$ cat config.mk
export PLATFORM = sky130hd
export DESIGN_NAME = mult_error_monitor
export DESIGN_NICKNAME = d
export VERILOG_FILES = /design/src/rtl/mult_err_pkg.sv /design/src/rtl/mult_error_monitor_err_dist_stage.sv /design/src/rtl/mult_error_monitor.sv
export SDC_FILE = /design/constraint.sdc
export NUM_CORES = 1
export LEC_CHECK = 0
export ABC_CLOCK_PERIOD_IN_PS = 5700
export CORE_MARGIN = 2
export CORE_UTILIZATION = 40
export DETAILED_ROUTE_END_ITERATION = 8
export PLACE_DENSITY_LB_ADDON = 0.05
export SYNTH_ARGS = -nofsm -noshare
export SYNTH_HDL_FRONTEND = slang
export SYNTH_HIERARCHICAL = 1
export SYNTH_SLANG_ARGS = --single-unit
$ cat constraint.sdc
create_clock -name clk -period 5.7 [get_ports clk]
set_input_delay 0.855 -clock clk [delete_from_list [all_inputs] [get_ports clk]]
set_output_delay 0.855 -clock clk [all_outputs]
set_load 0.01 [all_outputs]
$ cat src/rtl/mult_err_pkg.sv
// Shared constants for the approximate-multiplier error monitor: default widths,
// the MNED normaliser and the monitor's state encoding.
package mult_err_pkg;

    localparam int W_DEF         = 8;
    localparam int N_SAMPLES_DEF = 10000;
    localparam int CNT_W_DEF     = 24;
    localparam int SUM_W_DEF     = 40;

    // Largest exact product; software divides MED by this to get MNED.
    localparam int MAX_PROD = (2**W_DEF - 1) * (2**W_DEF - 1);

    typedef logic [1:0] state_t;

    localparam logic [1:0] ST_IDLE  = 2'd0;
    localparam logic [1:0] ST_RUN   = 2'd1;
    localparam logic [1:0] ST_DRAIN = 2'd2;
    localparam logic [1:0] ST_DONE  = 2'd3;

endpackage

$ cat src/rtl/mult_error_monitor_err_dist_stage.sv
// Registered stage 2: signed and absolute error distance between the exact and
// approximate products, plus the mismatch flag, qualified by a valid bit.
module err_dist_stage
    import mult_err_pkg::*;
#(
    parameter int W = W_DEF
) (
    input  logic                clk,
    input  logic                rst,
    input  logic                in_valid,
    input  logic [2*W-1:0]      exact,
    input  logic [2*W-1:0]      apprx,
    output logic                out_valid,
    output logic signed [2*W:0] ed,
    output logic [2*W-1:0]      abs_ed,
    output logic                mismatch
);

    logic                valid_d, valid_q;
    logic signed [2*W:0] ed_d, ed_q;
    logic [2*W-1:0]      abs_ed_d, abs_ed_q;
    logic                mismatch_d, mismatch_q;

    always_comb begin
        valid_d    = in_valid;
        ed_d       = signed'({1'b0, exact}) - signed'({1'b0, apprx});
        abs_ed_d   = (exact >= apprx) ? (exact - apprx) : (apprx - exact);
        mismatch_d = (exact != apprx);
    end

    always_ff @(posedge clk) begin
        if (rst) begin
            valid_q    <= 1'b0;
            ed_q       <= '0;
            abs_ed_q   <= '0;
            mismatch_q <= 1'b0;
        end else begin
            valid_q    <= valid_d;
            ed_q       <= ed_d;
            abs_ed_q   <= abs_ed_d;
            mismatch_q <= mismatch_d;
        end
    end

    assign out_valid = valid_q;
    assign ed        = ed_q;
    assign abs_ed    = abs_ed_q;
    assign mismatch  = mismatch_q;

endmodule

$ cat src/rtl/mult_error_monitor.sv
// Error-metric accumulator for an approximate multiplier: run FSM, input handshake
// (in_valid & in_ready accepts a triple; in_ready is registered and only high in RUN),
// stage-1 exact product, and saturating accumulators fed by err_dist_stage.
module mult_error_monitor
    import mult_err_pkg::*;
#(
    parameter int W         = W_DEF,
    parameter int N_SAMPLES = N_SAMPLES_DEF,
    parameter int CNT_W     = CNT_W_DEF,
    parameter int SUM_W     = SUM_W_DEF
) (
    input  logic                clk,
    input  logic                rst,
    input  logic                start,
    input  logic                in_valid,
    output logic                in_ready,
    input  logic [W-1:0]        in_a,
    input  logic [W-1:0]        in_b,
    input  logic [2*W-1:0]      in_p,
    output logic [CNT_W-1:0]    err_count,
    output logic [CNT_W-1:0]    sample_count,
    output logic [SUM_W-1:0]    sum_ed_abs,
    output logic signed [SUM_W:0] sum_ed,
    output logic [2*W-1:0]      max_ed,
    output logic                busy,
    output logic                done,
    output state_t              dbg_state
);

    // Sums are formed one bit wider than either operand so overflow is visible.
    localparam int AW = ((SUM_W > 2*W) ? SUM_W : 2*W) + 1;
    localparam int SW = ((SUM_W > 2*W) ? SUM_W + 1 : 2*W + 1) + 1;
    localparam logic [AW-1:0]        ABS_LIM = AW'({SUM_W{1'b1}});
    localparam logic signed [SW-1:0] ED_MAX  = SW'({SUM_W{1'b1}});
    localparam logic signed [SW-1:0] ED_MIN  = -ED_MAX - SW'(1);

    state_t             state_d, state_q;
    logic               in_ready_d, in_ready_q;
    logic [CNT_W-1:0]   acc_cnt_d, acc_cnt_q;
    logic               s1_valid_d, s1_valid_q;
    logic [2*W-1:0]     exact_d, exact_q;
    logic [2*W-1:0]     apprx_d, apprx_q;
    logic [CNT_W-1:0]   sample_cnt_d, sample_cnt_q;
    logic [CNT_W-1:0]   err_cnt_d, err_cnt_q;
    logic [SUM_W-1:0]   sum_abs_d, sum_abs_q;
    logic signed [SUM_W:0] sum_ed_d, sum_ed_q;
    logic [2*W-1:0]     max_ed_d, max_ed_q;

    logic                accept;
    logic                clear;
    logic                s2_valid;
    logic signed [2*W:0] s2_ed;
    logic [2*W-1:0]      s2_abs_ed;
    logic                s2_mismatch;
    logic [AW-1:0]       abs_sum_wide;
    logic signed [SW-1:0] ed_sum_wide;

    assign accept = in_valid & in_ready_q;

    always_comb begin
        state_d    = state_q;
        in_ready_d = in_ready_q;
        acc_cnt_d  = acc_cnt_q;
        clear      = 1'b0;
        case (state_q)
            ST_IDLE, ST_DONE: begin
                if (start) begin
                    state_d    = ST_RUN;
                    in_ready_d = 1'b1;
                    acc_cnt_d  = '0;
                    clear      = 1'b1;
                end
            end
            ST_RUN: begin
                if (accept) begin
                    acc_cnt_d = acc_cnt_q + CNT_W'(1);
                    if (acc_cnt_q == CNT_W'(N_SAMPLES - 1)) begin
                        state_d    = ST_DRAIN;
                        in_ready_d = 1'b0;
                    end
                end
            end
            ST_DRAIN: begin
                if (!s1_valid_q && !s2_valid) begin
                    state_d = ST_DONE;
                end
            end
            default: state_d = ST_IDLE;
        endcase
    end

    always_comb begin
        s1_valid_d = accept;
        exact_d    = accept ? ((2*W)'(in_a) * (2*W)'(in_b)) : exact_q;
        apprx_d    = accept ? in_p : apprx_q;
    end

    err_dist_stage #(.W(W)) u_err_dist_stage (
        .clk       (clk),
        .rst       (rst),
        .in_valid  (s1_valid_q),
        .exact     (exact_q),
        .apprx     (apprx_q),
        .out_valid (s2_valid),
        .ed        (s2_ed),
        .abs_ed    (s2_abs_ed),
        .mismatch  (s2_mismatch)
    );

    always_comb begin
        sample_cnt_d = sample_cnt_q;
        err_cnt_d    = err_cnt_q;
        sum_abs_d    = sum_abs_q;
        sum_ed_d     = sum_ed_q;
        max_ed_d     = max_ed_q;
        abs_sum_wide = AW'(sum_abs_q) + AW'(s2_abs_ed);
        ed_sum_wide  = SW'(sum_ed_q) + SW'(s2_ed);
        if (clear) begin
            sample_cnt_d = '0;
            err_cnt_d    = '0;
            sum_abs_d    = '0;
            sum_ed_d     = '0;
            max_ed_d     = '0;
        end else if (s2_valid) begin
            sample_cnt_d = sample_cnt_q + CNT_W'(1);
            err_cnt_d    = err_cnt_q + CNT_W'(s2_mismatch);
            sum_abs_d    = (abs_sum_wide > ABS_LIM) ? {SUM_W{1'b1}} : abs_sum_wide[SUM_W-1:0];
            if (ed_sum_wide > ED_MAX) begin
                sum_ed_d = ED_MAX[SUM_W:0];
            end else if (ed_sum_wide < ED_MIN) begin
                sum_ed_d = ED_MIN[SUM_W:0];
            end else begin
                sum_ed_d = ed_sum_wide[SUM_W:0];
            end
            if (s2_abs_ed > max_ed_q) begin
                max_ed_d = s2_abs_ed;
            end
        end
    end

    always_ff @(posedge clk) begin
        if (rst) begin
            state_q      <= ST_IDLE;
            in_ready_q   <= 1'b0;
            acc_cnt_q    <= '0;
            s1_valid_q   <= 1'b0;
            exact_q      <= '0;
            apprx_q      <= '0;
            sample_cnt_q <= '0;
            err_cnt_q    <= '0;
            sum_abs_q    <= '0;
            sum_ed_q     <= '0;
            max_ed_q     <= '0;
        end else begin
            state_q      <= state_d;
            in_ready_q   <= in_ready_d;
            acc_cnt_q    <= acc_cnt_d;
            s1_valid_q   <= s1_valid_d;
            exact_q      <= exact_d;
            apprx_q      <= apprx_d;
            sample_cnt_q <= sample_cnt_d;
            err_cnt_q    <= err_cnt_d;
            sum_abs_q    <= sum_abs_d;
            sum_ed_q     <= sum_ed_d;
            max_ed_q     <= max_ed_d;
        end
    end

    assign in_ready     = in_ready_q;
    assign err_count    = err_cnt_q;
    assign sample_count = sample_cnt_q;
    assign sum_ed_abs   = sum_abs_q;
    assign sum_ed       = sum_ed_q;
    assign max_ed       = max_ed_q;
    assign busy         = (state_q == ST_RUN) || (state_q == ST_DRAIN);
    assign done         = (state_q == ST_DONE);
    assign dbg_state    = state_q;

endmodule

== Yosys cells after proc, flatten, opt, wreduce, memory -nomap -nowiden ==
Cells that the tools add are included.

* Input bits: 36
* Output and inout bits: 150
* Word-level logic and storage cells: 69
* Register bits after elaboration: 240

* Equal/unequal tests: 9
* Magnitude comparators: 5
* Reduce and logical (&&, ||, !) cells: 12
* Mux-type cells: 18
* Add/subtract/negate cells: 8
* Bitwise gates (word level): 1
* Multiply operators: 1

{| class="wikitable"
|+ Operators with widths
! kind !! number
|-
| $mux W41 || 2
|-
| $add A24 B1 Y24 const B || 2
|-
| $mux W24 || 2
|-
| $pmux W24 S2 || 1
|-
| $add A41 B17 Y42 || 1
|-
| $gt A42 B41 Y1 const B || 1
|-
| $lt A42 B41 Y1 const B || 1
|-
| $add A40 B16 Y41 || 1
|-
| $gt A41 B40 Y1 const B || 1
|-
| $mux W40 || 1
|-
| $sub A16 B16 Y16 || 2
|-
| $add A24 B1 Y24 || 1
|-
| $eq A24 B14 Y1 const B || 1
|-
| $sub A16 B16 Y17 || 1
|-
| $ge A16 B16 Y1 || 1
|-
| $gt A16 B16 Y1 || 1
|-
| $mul A8 B8 Y16 || 1
|-
| $mux W16 || 1
|-
| $ne A16 B16 Y1 || 1
|-
| $mux W2 || 4
|-
| $ne A2 B2 Y1 const B || 4
|-
| $reduce_and A4 Y1 || 2
|-
| $pmux W2 S3 || 1
|-
| $mux W1 || 5
|-
| 12 further kinds || 15
|}

== Longest topological paths before layout ==
Gate-level depths: netlist of run 1.

* Word-level depth: 4
* Depth in mapped cells: 18
* Depth with buffers taken out: 18

== By module ==
Netlist of run 1, hierarchy kept.

{| class="wikitable"
|+ Modules (own cells, without submodules)
! module !! area each (um2) !! seq. area each (um2) !! cells each !! times used
|-
| mult_error_monitor || 13809.5 || 4103.9 || 1720 || 1
|-
| err_dist_stage || 2703.8 || 680.7 || 332 || 1
|}

== Least setup slack after synthesis of run 1 ==
No wires, ideal clock.

* Path kind: input to register
* Start point: input port in_a[5]
* End point: register exact_q[15]
* Library setup time: 86 ps
* Arrival: 4835 ps
* Stages on the path: 17
* Required time: 5614 ps
* Slack: 779 ps
* Buffers on the path: 1
* Cells stage by stage: clkbuf_1 nand2_1 fa_1 fa_1 inv_1 fa_1 inv_1 fa_1 inv_1 ha_1 a21boi_0 o21ai_0 a21oi_1 a41o_1 o41ai_1 xnor2_1 a211oi_1

* Longest elaborated chain between the ends: 1

{| class="wikitable"
|+ Ends and longest elaborated chain
! item !! line !! source
|-
| start: declaration || mult_error_monitor.sv:17 || <nowiki>input logic [W-1:0] in_a,</nowiki>
|-
| $mul A8 B8 Y16 || mult_error_monitor.sv:94 || <nowiki>exact_d = accept ? ((2*W)'(in_a) * (2*W)'(in_b)) : exact_q;</nowiki>
|-
| end signal: assignment || mult_error_monitor.sv:159 || <nowiki>exact_q <= exact_d;</nowiki>
|-
| end: declaration || mult_error_monitor.sv:41 || <nowiki>logic [2*W-1:0] exact_d, exact_q;</nowiki>
|}

Every way passes these cells.
A chain may end at the register's enable or synchronous reset.

== Worst setup path in the final report of run 1 ==
* Start point: input port in_a[1]
* End point: register exact_q[15]

The elaborated chain is that of the path after synthesis.

==> impl_results.md, run 1 <==
- Run status: complete, no violations
- Sequential cell area: 4790 µm²
- Final setup violation count: 0
- Part of the Yosys area used for sequential elements: 0.290
- Drt via density: between 5 and 6
- Worst reg2reg path depth: 11
- Cts bufs inserted: 28
- Post-detailed-route count of antenna-violating nets: 0
- Register-to-register setup slack: between 1.5 and 2 ns
- Number of nets at the end of the flow: about 2400
- Die footprint: between 40000 and 50000 µm²
- Multiplexer fraction of the synthesized cell area: 0.00379
- Unrepaired setup endpoints after global routing: no
- Gpl congestion: between 0.8 and 0.9
- Slowest stage cell, crit path: clkdlybuf4s50_1
- Count of TritonRoute iterations in the first routing pass: 5
- GRT Residual Overflow: 0
- P_leak: 7.85 nW
- Root buffer cell: clkbuf_16
- Floorplan Core Area: 40800 µm²
- Net switching power: roughly 3.0 mW
- Fillcell total: approximately 4100
- Share of synthesized registers carrying an async set or reset: 0
- Fin. max-slew vios: 0
- CTS sink cnt: 239
- Chip Width: approximately 210 µm
- Number of distinct standard cells referenced by the synthesized netlist: between 90 and 100
- Synth warn: 6
- Total routing usage reported by global routing: 0.202
- Clk Latency, worst-skew pair: ~0.59 ns
- Worst flop-to-flop path endpoint: sum_ed[1]
- Global-route wire length before repair: roughly 73000 µm
- Maximum clock rate: 0.195 GHz
- Synth Net Count: 2276
- Relative slew margins: 0.254
- Cell Count Post-Placement: 2696
- Worst vdd ir: between 200 and 250 µV
- Area growth from synthesis to final layout: 19.3%
- DR WL/cell: about 16 µm
- Most used DFF post-synth: dfxtp_1
- Adder-cell share of the synthesized area: 0.161
- Antenna Cells: 0
- DP Wirelength: around 34000 µm
- Final count of hold timing violations: 0
- Part of the total power dissipated in the clock network: 0.246
- H-tree levels: 1
- Mean area per synthesized cell: ~8 µm²
- Ports: roughly 190
- Worst hold-check path type: flip-flop to flip-flop
- Hold_buf cts: 0
- Area fraction in compound gates after synthesis: 0.220
- Maximum fanout along the worst path: 8
- Buffers inserted during post-CTS setup optimization: 0
- Die Span Y: approximately 210 µm
- Startpoint types: primary input
- Crit-path max cell delay: approximately 0.63 ns
- Max_cap viols: 0
- Detailed-route DRC error count: 0
- Clock-pin transition on the worst setup and hold timing paths: about 0.06 ns
- TNS Setup: 0 ns
- Worst hold margin: 0.461 ns
- Clock Skews: around 0.032 ns
- Multi-input combinational cell area: between 10000 and 15000 µm²
- Antenna violations before repair: 0
- Kind of end point of the critical path: flip-flop
- Arrival time worst endpoint: between 5 and 6 ns
- Flip-flop and latch count after synthesis: between 200 and 250
- Largest buffer count on any clock path: 3
- Leading cell type in the layout, fill and taps excluded: dfxtp_1
- Commonest non-fill, non-tap cells in the layout: dfxtp_1 (238), a21oi_1 (212), nand2_1 (209), clkdlybuf4s50_1 (184), nor2_1 (176)
- Number of cells upsized or downsized after cts: 0
- Power density relative to cell area: roughly 370 nW/µm²
- Launching element of the worst setup path: in_a[1]
- Total number of vias: 14900
- Total Power Consumption: between 7 and 8 mW
- Maximum number of pins on one net before global-route repair: 90
- Post-Synthesis Cell Area: 16500 µm²
- Setup Crit Path Kind: primary input to flip-flop
- Endpoint of the worst setup timing path: exact_q[15]
- Combinational fraction of design power: 0.479
- Via count of the first global-routing pass: about 14000
- Starting density of the core: 0.404
- Final worst-path cycle share: 0.900
- Site Rows: 74
- Combinational family with the most area after synthesis: compound AO/OA/AOI/OAI gates
- Area share of and/or/nand/nor cells after synthesis: 0.202
- Required time at the worst-slack endpoint: ~6.2 ns
- Buffers added on ports: 185
- Reg2Reg Launch Point: u_err_dist_stage/ed[16]
- Final core area utilization: 0.482
- Xor and xnor area share after synthesis: 0.0658
- Clock tree from TritonCTS: yes
- Time the final worst path needs with I/O delays and setup: between 5 and 6 ns
- Layout cells sized above 1: 0.0496
- Drt total wl: between 40000 and 50000 µm
- Share of total power consumed by net switching: 0.415
- Tightest Pin Transition: 1.12 ns
- Chain of cells forming the critical path: clkdlybuf4s50_1 -> nand2_1 -> fa_1 -> fa_1 -> inv_1 -> ha_1 -> inv_1 -> fa_1 -> inv_1 -> ha_1 -> nor2b_1 -> o21ai_0 -> a21boi_0 -> o21ai_0 -> a21oi_1 -> a41o_1 -> o41ai_1 -> xnor2_1 -> a211oi_1
- Cell count after synthesis: around 2100
- Cell internal pwr: about 4.2 mW
- First-iteration detailed-routing DRC count: 823
- Sequential group share of total power: 0.275
- Count of flip-flops with a built-in enable after synthesis: 0
- Finished Layout Cells: 2748
cells by family after synthesis:
kind of cell	count (synthesis)
AOI/OAI and AO/OA	579
buffers and inverters	235
adders and majority gates	188
and+or+nand+nor	681
muxes	6
xor gates and xnor gates	124
DFF	239
layout make-up:
| class | instances | area share |
|---|---|---|
| well taps | 532 | 0.0338 |
| clock inverters | 10 | 0.00521 |
| repair buffers | 204 | 0.101 |
| inverters | 143 | 0.0273 |
| clock buffers | 42 | 0.0418 |
| flip-flops and latches | 239 | 0.243 |
| multi-input cells | 1578 | 0.548 |
sequential cells by signal, indices dropped and copies added (netlist names), 2 cells and up:
| register | flops |
|---|---|
| sum_ed | 41 |
| acc_cnt_q | 24 |
| err_count | 24 |
| u_err_dist_stage/abs_ed | 15 |
| max_ed | 16 |
| exact_q | 16 |
| u_err_dist_stage/ed | 17 |
| apprx_q | 16 |
| sample_count | 24 |
| dbg_state | 2 |
| sum_ed_abs | 40 |
how the worst min path moves through the flow:
stage / start / end / slack, ns / depth (start not counted)
floorplan: s1_valid_q / u_err_dist_stage/out_valid / 0.43 / 1
global placement: apprx_q[15] / apprx_q[15] / 0.45 / 2
detailed placement: s1_valid_q / u_err_dist_stage/out_valid / 0.46 / 1
CTS: apprx_q[15] / apprx_q[15] / 0.47 / 2
global route: s1_valid_q / u_err_dist_stage/out_valid / 0.49 / 1
finish: apprx_q[15] / apprx_q[15] / 0.46 / 2
synthesized netlist by cell type, types with 26 or more instances:
cell | instances | share of area
nand4_1 | 33 | 0.013
nor2_1 | 176 | 0.040
and2_1 | 41 | 0.016
xnor2_1 | 60 | 0.032
dfxtp_1 | 239 | 0.29
ha_1 | 148 | 0.11
nand2_1 | 209 | 0.048
and3_1 | 27 | 0.010
o21ai_0 | 134 | 0.041
fa_1 | 40 | 0.048
clkbuf_1 | 56 | 0.013
a21oi_1 | 213 | 0.065
a21o_1 | 40 | 0.018
xor2_1 | 64 | 0.034
a31oi_1 | 26 | 0.0099
inv_1 | 142 | 0.032
nand3_1 | 64 | 0.019
nor3_1 | 27 | 0.0082
metrics by stage:
stage / setup slack (ns) / cell area, µm²
detailed placement: -0.0145 / 18800
finish: 0.570 / 19700
global placement: 0.0476 / 18800
floorplan: 0.779 / 16500
global route: 0.234 / 19700
CTS: 0.588 / 19700
critical path, delay by kind of cell:
family / cells / cell delay, ns
adder cells (fa/ha/maj): 5 / 2.11
XOR/XNOR: 1 / 0.12
AND/OR/NAND/NOR: 2 / 0.27
AO/OA/AOI/OAI: 7 / 1.51
buffers and inverters: 4 / 0.77
routing by layer:
layer,GRT usage,wire (µm),vias to the layer above
li1,-,-,7475
met1,0.281,21500,7043
met2,0.331,20700,272
met3,0.0256,1820,70
met4,0.0549,1060,0
met5,0,0,-
power groups by stage:
stage	clock network, mW	registers (mW)	logic (mW)
after global routing	1.91	2.01	3.87
after global placement	0	2.03	3.41
after CTS	1.85	1.99	3.47
final	1.78	1.99	3.47
after detailed placement	0	2.03	3.44
after floorplan	0	1.98	2.60
No activity file was read; power rests on OpenSTA's default activity.
==> run 2, diff against run 1 <==
--- a/config.mk
+++ b/config.mk
@@ -9,6 +9,7 @@
 export CORE_MARGIN = 2
 export CORE_UTILIZATION = 40
 export DETAILED_ROUTE_END_ITERATION = 8
+export DONT_BUFFER_PORTS = 1
 export PLACE_DENSITY_LB_ADDON = 0.05
 export SYNTH_ARGS = -nofsm -noshare
 export SYNTH_HDL_FRONTEND = slang
==> run 2 against run 1 <==
Effect of this change:
- sequential share of layout area is 2.4 points higher
- via count down 4.6%
- design area fell by 9.1%
- clock-buffer cell count decreased by 7
- combinational power shrank 5%
- die area did not move
- utilization fell by 4.4 points
- largest cell class unchanged
- largest power group unchanged
- highest routed layer unchanged
==> impl_results.md, run 2 (synthesized netlist as in run 1, its figures left out) <==
- Maximum fanout along the worst path: 8
- Crit-path max cell delay: roughly 0.55 ns
- Cell Count Post-Placement: 2502
- Number of cells upsized or downsized after cts: 0
- Fin. max-slew vios: 0
- Max_cap viols: 0
- Chain of cells forming the critical path: nand2_1 -> fa_1 -> fa_1 -> inv_1 -> ha_1 -> inv_1 -> fa_1 -> inv_1 -> ha_1 -> nor2b_1 -> o21ai_0 -> a21boi_0 -> o21ai_0 -> a21oi_1 -> a41o_1 -> o41ai_1 -> xnor2_1 -> a211oi_1
- Final worst-path cycle share: 0.783
- Maximum clock rate: approximately 0.22 GHz
- Slowest stage cell, crit path: fa_1
- Arrival time worst endpoint: slightly below 5 ns
- Clk Latency, worst-skew pair: 0.58 ns
- DR WL/cell: 17.7 µm
- Worst path bufs/invs: 3
- Required time at the worst-slack endpoint: slightly above 6 ns
- Number of nets at the end of the flow: approximately 2200
- Power density relative to cell area: between 400 and 500 nW/µm²
- H-tree levels: 1
- Die footprint: around 43000 µm²
- Finished Layout Cells: 2558
- Drt total wl: 45400 µm
- Post-detailed-route count of antenna-violating nets: 0
- P_leak: 7.22 nW
- Worst hold-check path type: primary input to flip-flop
- Final count of hold timing violations: 0
- DP Wirelength: ~34000 µm
- Relative slew margins: 0.233
- TNS Setup: 0 ns
- Layout cells sized above 1: 0.0533
- Clock-pin transition on the worst setup and hold timing paths: around 0.060 ns
- Multi-input combinational cell area: roughly 11000 µm²
- Time the final worst path needs with I/O delays and setup: between 4 and 5 ns
- Worst vdd ir: roughly 250 µV
- Detailed-route DRC error count: 0
- Number of flip-flops under the largest register name: between 40 and 50
- Via count of the first global-routing pass: 13400
- Die Span Y: 207 µm
- Buffers added on ports: 0
- Unrepaired setup endpoints after global routing: no
- CTS sink cnt: 239
- Cts bufs inserted: 30
- Ports: about 190
- Largest buffer count on any clock path: 3
- Antenna Cells: 0
- Maximum number of pins on one net before global-route repair: 90
- Gpl congestion: just under 0.9
- Post-Place Setup Slack: 0.641 ns
- Drt via density: between 5 and 6
- Antenna violations before repair: 0
- Chip Width: between 200 and 250 µm
- Floorplan Core Area: between 40000 and 50000 µm²
- Total number of vias: between 10000 and 15000
- Gate family responsible for the most delay along the worst path: adder cells
- Starting density of the core: 0.404
- Setup Crit Path Kind: primary input to flip-flop
- First-iteration detailed-routing DRC count: around 750
- Count of TritonRoute iterations in the first routing pass: 5
- Area growth from synthesis to final layout: 8.45%
- Commonest non-fill, non-tap cells in the layout: dfxtp_1 (238), a21oi_1 (212), nand2_1 (209), nor2_1 (176), ha_1 (148)
- Total routing usage reported by global routing: 0.205
- Hold_buf cts: 0
- Sequential cell area: 4790 µm²
- Global-route wire length before repair: 73300 µm
- Clock Skews: between 0.015 and 0.02 ns
- Run status: complete, no violations
- Kind of end point of the critical path: flip-flop
- Clock tree from TritonCTS: yes
- Leading cell type in the layout, fill and taps excluded: dfxtp_1
- Final setup violation count: 0
- Root buffer cell: clkbuf_16
- Setup slack after layout: around 1.2 ns
- Fillcell total: between 4000 and 5000
- GRT Residual Overflow: 0
- Worst hold margin: about 0.35 ns
- Buffers inserted during post-CTS setup optimization: 0
- Site Rows: 74
- Tightest Pin Transition: 1.15 ns
- Startpoint types: primary input
## run 2: worst reg2reg max path, stage by stage, from the launching register on
cell      delay, ns
dfxtp_1        0.64
buf_4          0.34
ha_1           0.34
a21o_1         0.22
a21oi_1        0.15
nor2_1         0.09
o31ai_1        0.55
o22a_1         0.25
nand3_1        0.12
and3_1         0.32
nor2_4         0.81
a221oi_1       0.17
## run 2: cell type report
type,count,area share
multi-input combinational,1578,0.602
sequential,239,0.267
clock buffer,35,0.0446
tap,532,0.0372
inverter,143,0.0300
clock inverter,21,0.0144
timing repair buffer,10,0.00419
## run 2: metal layers
metal / vias to the layer above / track usage / routed length, µm
li1: 7121 / - / -
met1: 6749 / 0.284 / 21500
met2: 262 / 0.334 / 20800
met3: 44 / 0.0350 / 2250
met4: 0 / 0.0438 / 784
met5: - / 0 / 0
## run 2: final timing paths
kind                                start     endpoint  slack, ns  cells after the start
setup / recovery                  in_b[4]  exact_q[15]       1.24                     18
hold / removal                        rst  apprx_q[10]       0.35                      1
setup reg to reg  u_err_dist_stage/ed[16]    sum_ed[1]       1.53                     11
hold reg to reg               apprx_q[15]  apprx_q[15]       0.45                      2
## run 2: per-stage QoR
stage               area (µm²)  utilization  power [mW]
finish                   17900        0.439        7.35
detailed placement       16900        0.413        5.36
global placement         16900        0.413        5.34
global route             17900        0.439        7.89
floorplan                16500            -        4.58
CTS                      17900        0.439        7.42
## run 2: where the power goes
| group | switching, mW | total [mW] | internal, mW |
|---|---|---|---|
| Clock | 0.790 | 2.02 | 1.23 |
| Combinational | 2.05 | 3.31 | 1.26 |
| Sequential | 0.180 | 2.02 | 1.84 |
==> run 3, diff against run 2 <==
--- a/config.mk
+++ b/config.mk
@@ -5,7 +5,7 @@
 export SDC_FILE = /design/constraint.sdc
 export NUM_CORES = 1
 export LEC_CHECK = 0
-export ABC_CLOCK_PERIOD_IN_PS = 5700
+export ABC_CLOCK_PERIOD_IN_PS = 4200
 export CORE_MARGIN = 2
 export CORE_UTILIZATION = 40
 export DETAILED_ROUTE_END_ITERATION = 8
==> constraint.sdc (replaced) <==
create_clock -name clk -period 4.2 [get_ports clk]
set_input_delay 0.63 -clock clk [delete_from_list [all_inputs] [get_ports clk]]
set_output_delay 0.63 -clock clk [all_outputs]
set_load 0.01 [all_outputs]
==> run 3 against run 2 <==
Effect of this change:
- sequential power increased by 35%
- clock skew decreased by 0.0082 ns
- clock-buffer cell count increased by 10
- total power increased by 38%
- register-to-register slack got worse by 1.0 ns
- worst hold slack got worse by 0.22 ns
- clock power increased by 35%
- highest routed layer unchanged
==> impl_results.md, run 3 (synthesized netlist as in run 1, its figures left out) <==
- Final count of hold timing violations: 0
- GRT Residual Overflow: 0
- Area growth from synthesis to final layout: 10.1%
- Number of nets at the end of the flow: between 2000 and 2500
- Total routing usage reported by global routing: 0.203
- Post-detailed-route count of antenna-violating nets: 0
- Fin. max-slew vios: 0
- Via count of the first global-routing pass: 13400
- DR WL/cell: roughly 18 µm
- Final setup violation count: 0
- Max_cap viols: 0
- Gate family responsible for the most delay along the worst path: adder cells
- Chip Width: between 200 and 250 µm
- Maximum fanout along the worst path: 8
- Run status: complete, no violations
- Register-to-register setup slack: ~0.49 ns
- Post-Place Setup Slack: -0.333 ns
- Time the final worst path needs with I/O delays and setup: between 3 and 4 ns
- Number of stages on the worst hold path: 1
- Die footprint: between 40000 and 50000 µm²
- Finished Layout Cells: 2585
- Cell Count Post-Placement: approximately 2500
- Maximum number of pins on one net before global-route repair: 72
- H-tree levels: 1
- Largest buffer count on any clock path: 3
- Clock-pin transition on the worst setup and hold timing paths: approximately 0.050 ns
- Antenna Cells: 0
- Gpl congestion: between 0.8 and 0.9
- Setup Crit Path Kind: primary input to flip-flop
- Clk Latency, worst-skew pair: about 0.57 ns
- Arrival time worst endpoint: roughly 4.4 ns
- Final worst-path cycle share: 0.930
- Site Rows: 74
- Ports: about 190
- P_leak: between 7 and 8 nW
- Detailed-route DRC error count: 0
- Relative slew margins: 0.313
- Kind of end point of the critical path: flip-flop
- Crit-path max cell delay: 0.54 ns
- CTS sink cnt: approximately 240
- Worst hold-check path type: primary input to flip-flop
- Antenna violations before repair: 0
- Leading cell type in the layout, fill and taps excluded: dfxtp_1
- Layout cells sized above 1: 0.0687
- Commonest non-fill, non-tap cells in the layout: dfxtp_1 (238), a21oi_1 (211), nand2_1 (208), nor2_1 (176), ha_1 (145)
- Most common cell on crit path: inv_1
- Unrepaired setup endpoints after global routing: no
- Setup slack after layout: 0.293 ns
- Maximum clock rate: 0.256 GHz
- Fillcell total: slightly above 4000
- Cts bufs inserted: 30
- Required time at the worst-slack endpoint: around 4.7 ns
- TNS Setup: 0 ns
- Slowest stage cell, crit path: fa_1
- Clock tree from TritonCTS: yes
- Power density relative to cell area: approximately 560 nW/µm²
- Clock Skews: 0.00886 ns
- Drt total wl: ~45000 µm
- Worst reg2reg path depth: 13
- Floorplan Core Area: 40800 µm²
- Die Span Y: about 210 µm
- Total number of vias: around 14000
- Starting density of the core: 0.404
- Buffers added on ports: 0
- Count of TritonRoute iterations in the first routing pass: 5
- Root buffer cell: clkbuf_16
- Number of flip-flops under the largest register name: between 40 and 50
- Critical path depth: 18
- Worst vdd ir: 311 µV
- Startpoint types: primary input
- First-iteration detailed-routing DRC count: 750
- Global-route wire length before repair: approximately 73000 µm
- DP Wirelength: 34600 µm
- Chain of cells forming the critical path: nand2_1 -> fa_2 -> fa_1 -> inv_1 -> ha_1 -> inv_1 -> fa_1 -> inv_1 -> ha_1 -> nor2b_1 -> o21ai_2 -> a21boi_2 -> o21ai_1 -> a21oi_1 -> a41o_1 -> o41ai_2 -> xnor2_1 -> a211oi_1
- Hold_buf cts: 0
- Drt via density: 5.50
- Tightest Pin Transition: 1.03 ns
- Worst path bufs/invs: 3
-- run 3: layer usage --
metal,track usage,share of wire,vias to the layer above
li1,-,-,7170
met1,0.278,0.47,6737
met2,0.327,0.46,255
met3,0.0431,0.055,46
met4,0.0493,0.021,0
met5,0,0,-
-- run 3: repair_timing --
item	4_1_cts	5_1_grt
setup buffers	0	0
resized for setup	0	1
setup endpoints to repair	0	1
-- run 3: worst paths after layout --
path / endpoint / start
hold reg to reg: apprx_q[15] / apprx_q[15]
hold / removal: apprx_q[13] / rst
setup / recovery: exact_q[15] / in_b[4]
setup reg to reg: sum_ed[15] / sum_ed[0]
-- run 3: final cells by class --
class                      instances  area [µm²]  area share
clock buffer                      45         887      0.0488
clock inverter                    10         170     0.00936
inverter                         143         537      0.0295
multi-input combinational       1578       10900       0.597
sequential                       239        4790       0.263
tap                              532         666      0.0366
timing repair buffer              38         285      0.0157
-- run 3: per-stage QoR --
stage               total power, mW  hold WS [ns]  instance area [µm²]  utilization
finish                         10.2         0.130                18200        0.445
global route                   10.9        0.0967                18200        0.445
CTS                            10.3        0.0932                18200        0.445
detailed placement             7.49         0.448                17100        0.419
global placement               7.46         0.448                17100        0.419
floorplan                      6.27         0.432                16600            -
-- run 3: power breakdown --
part	switching, mW	internal [mW]
Combinational	2.85	1.87
Clock	1.02	1.70
Sequential	0.220	2.50
Total	4.09	6.07
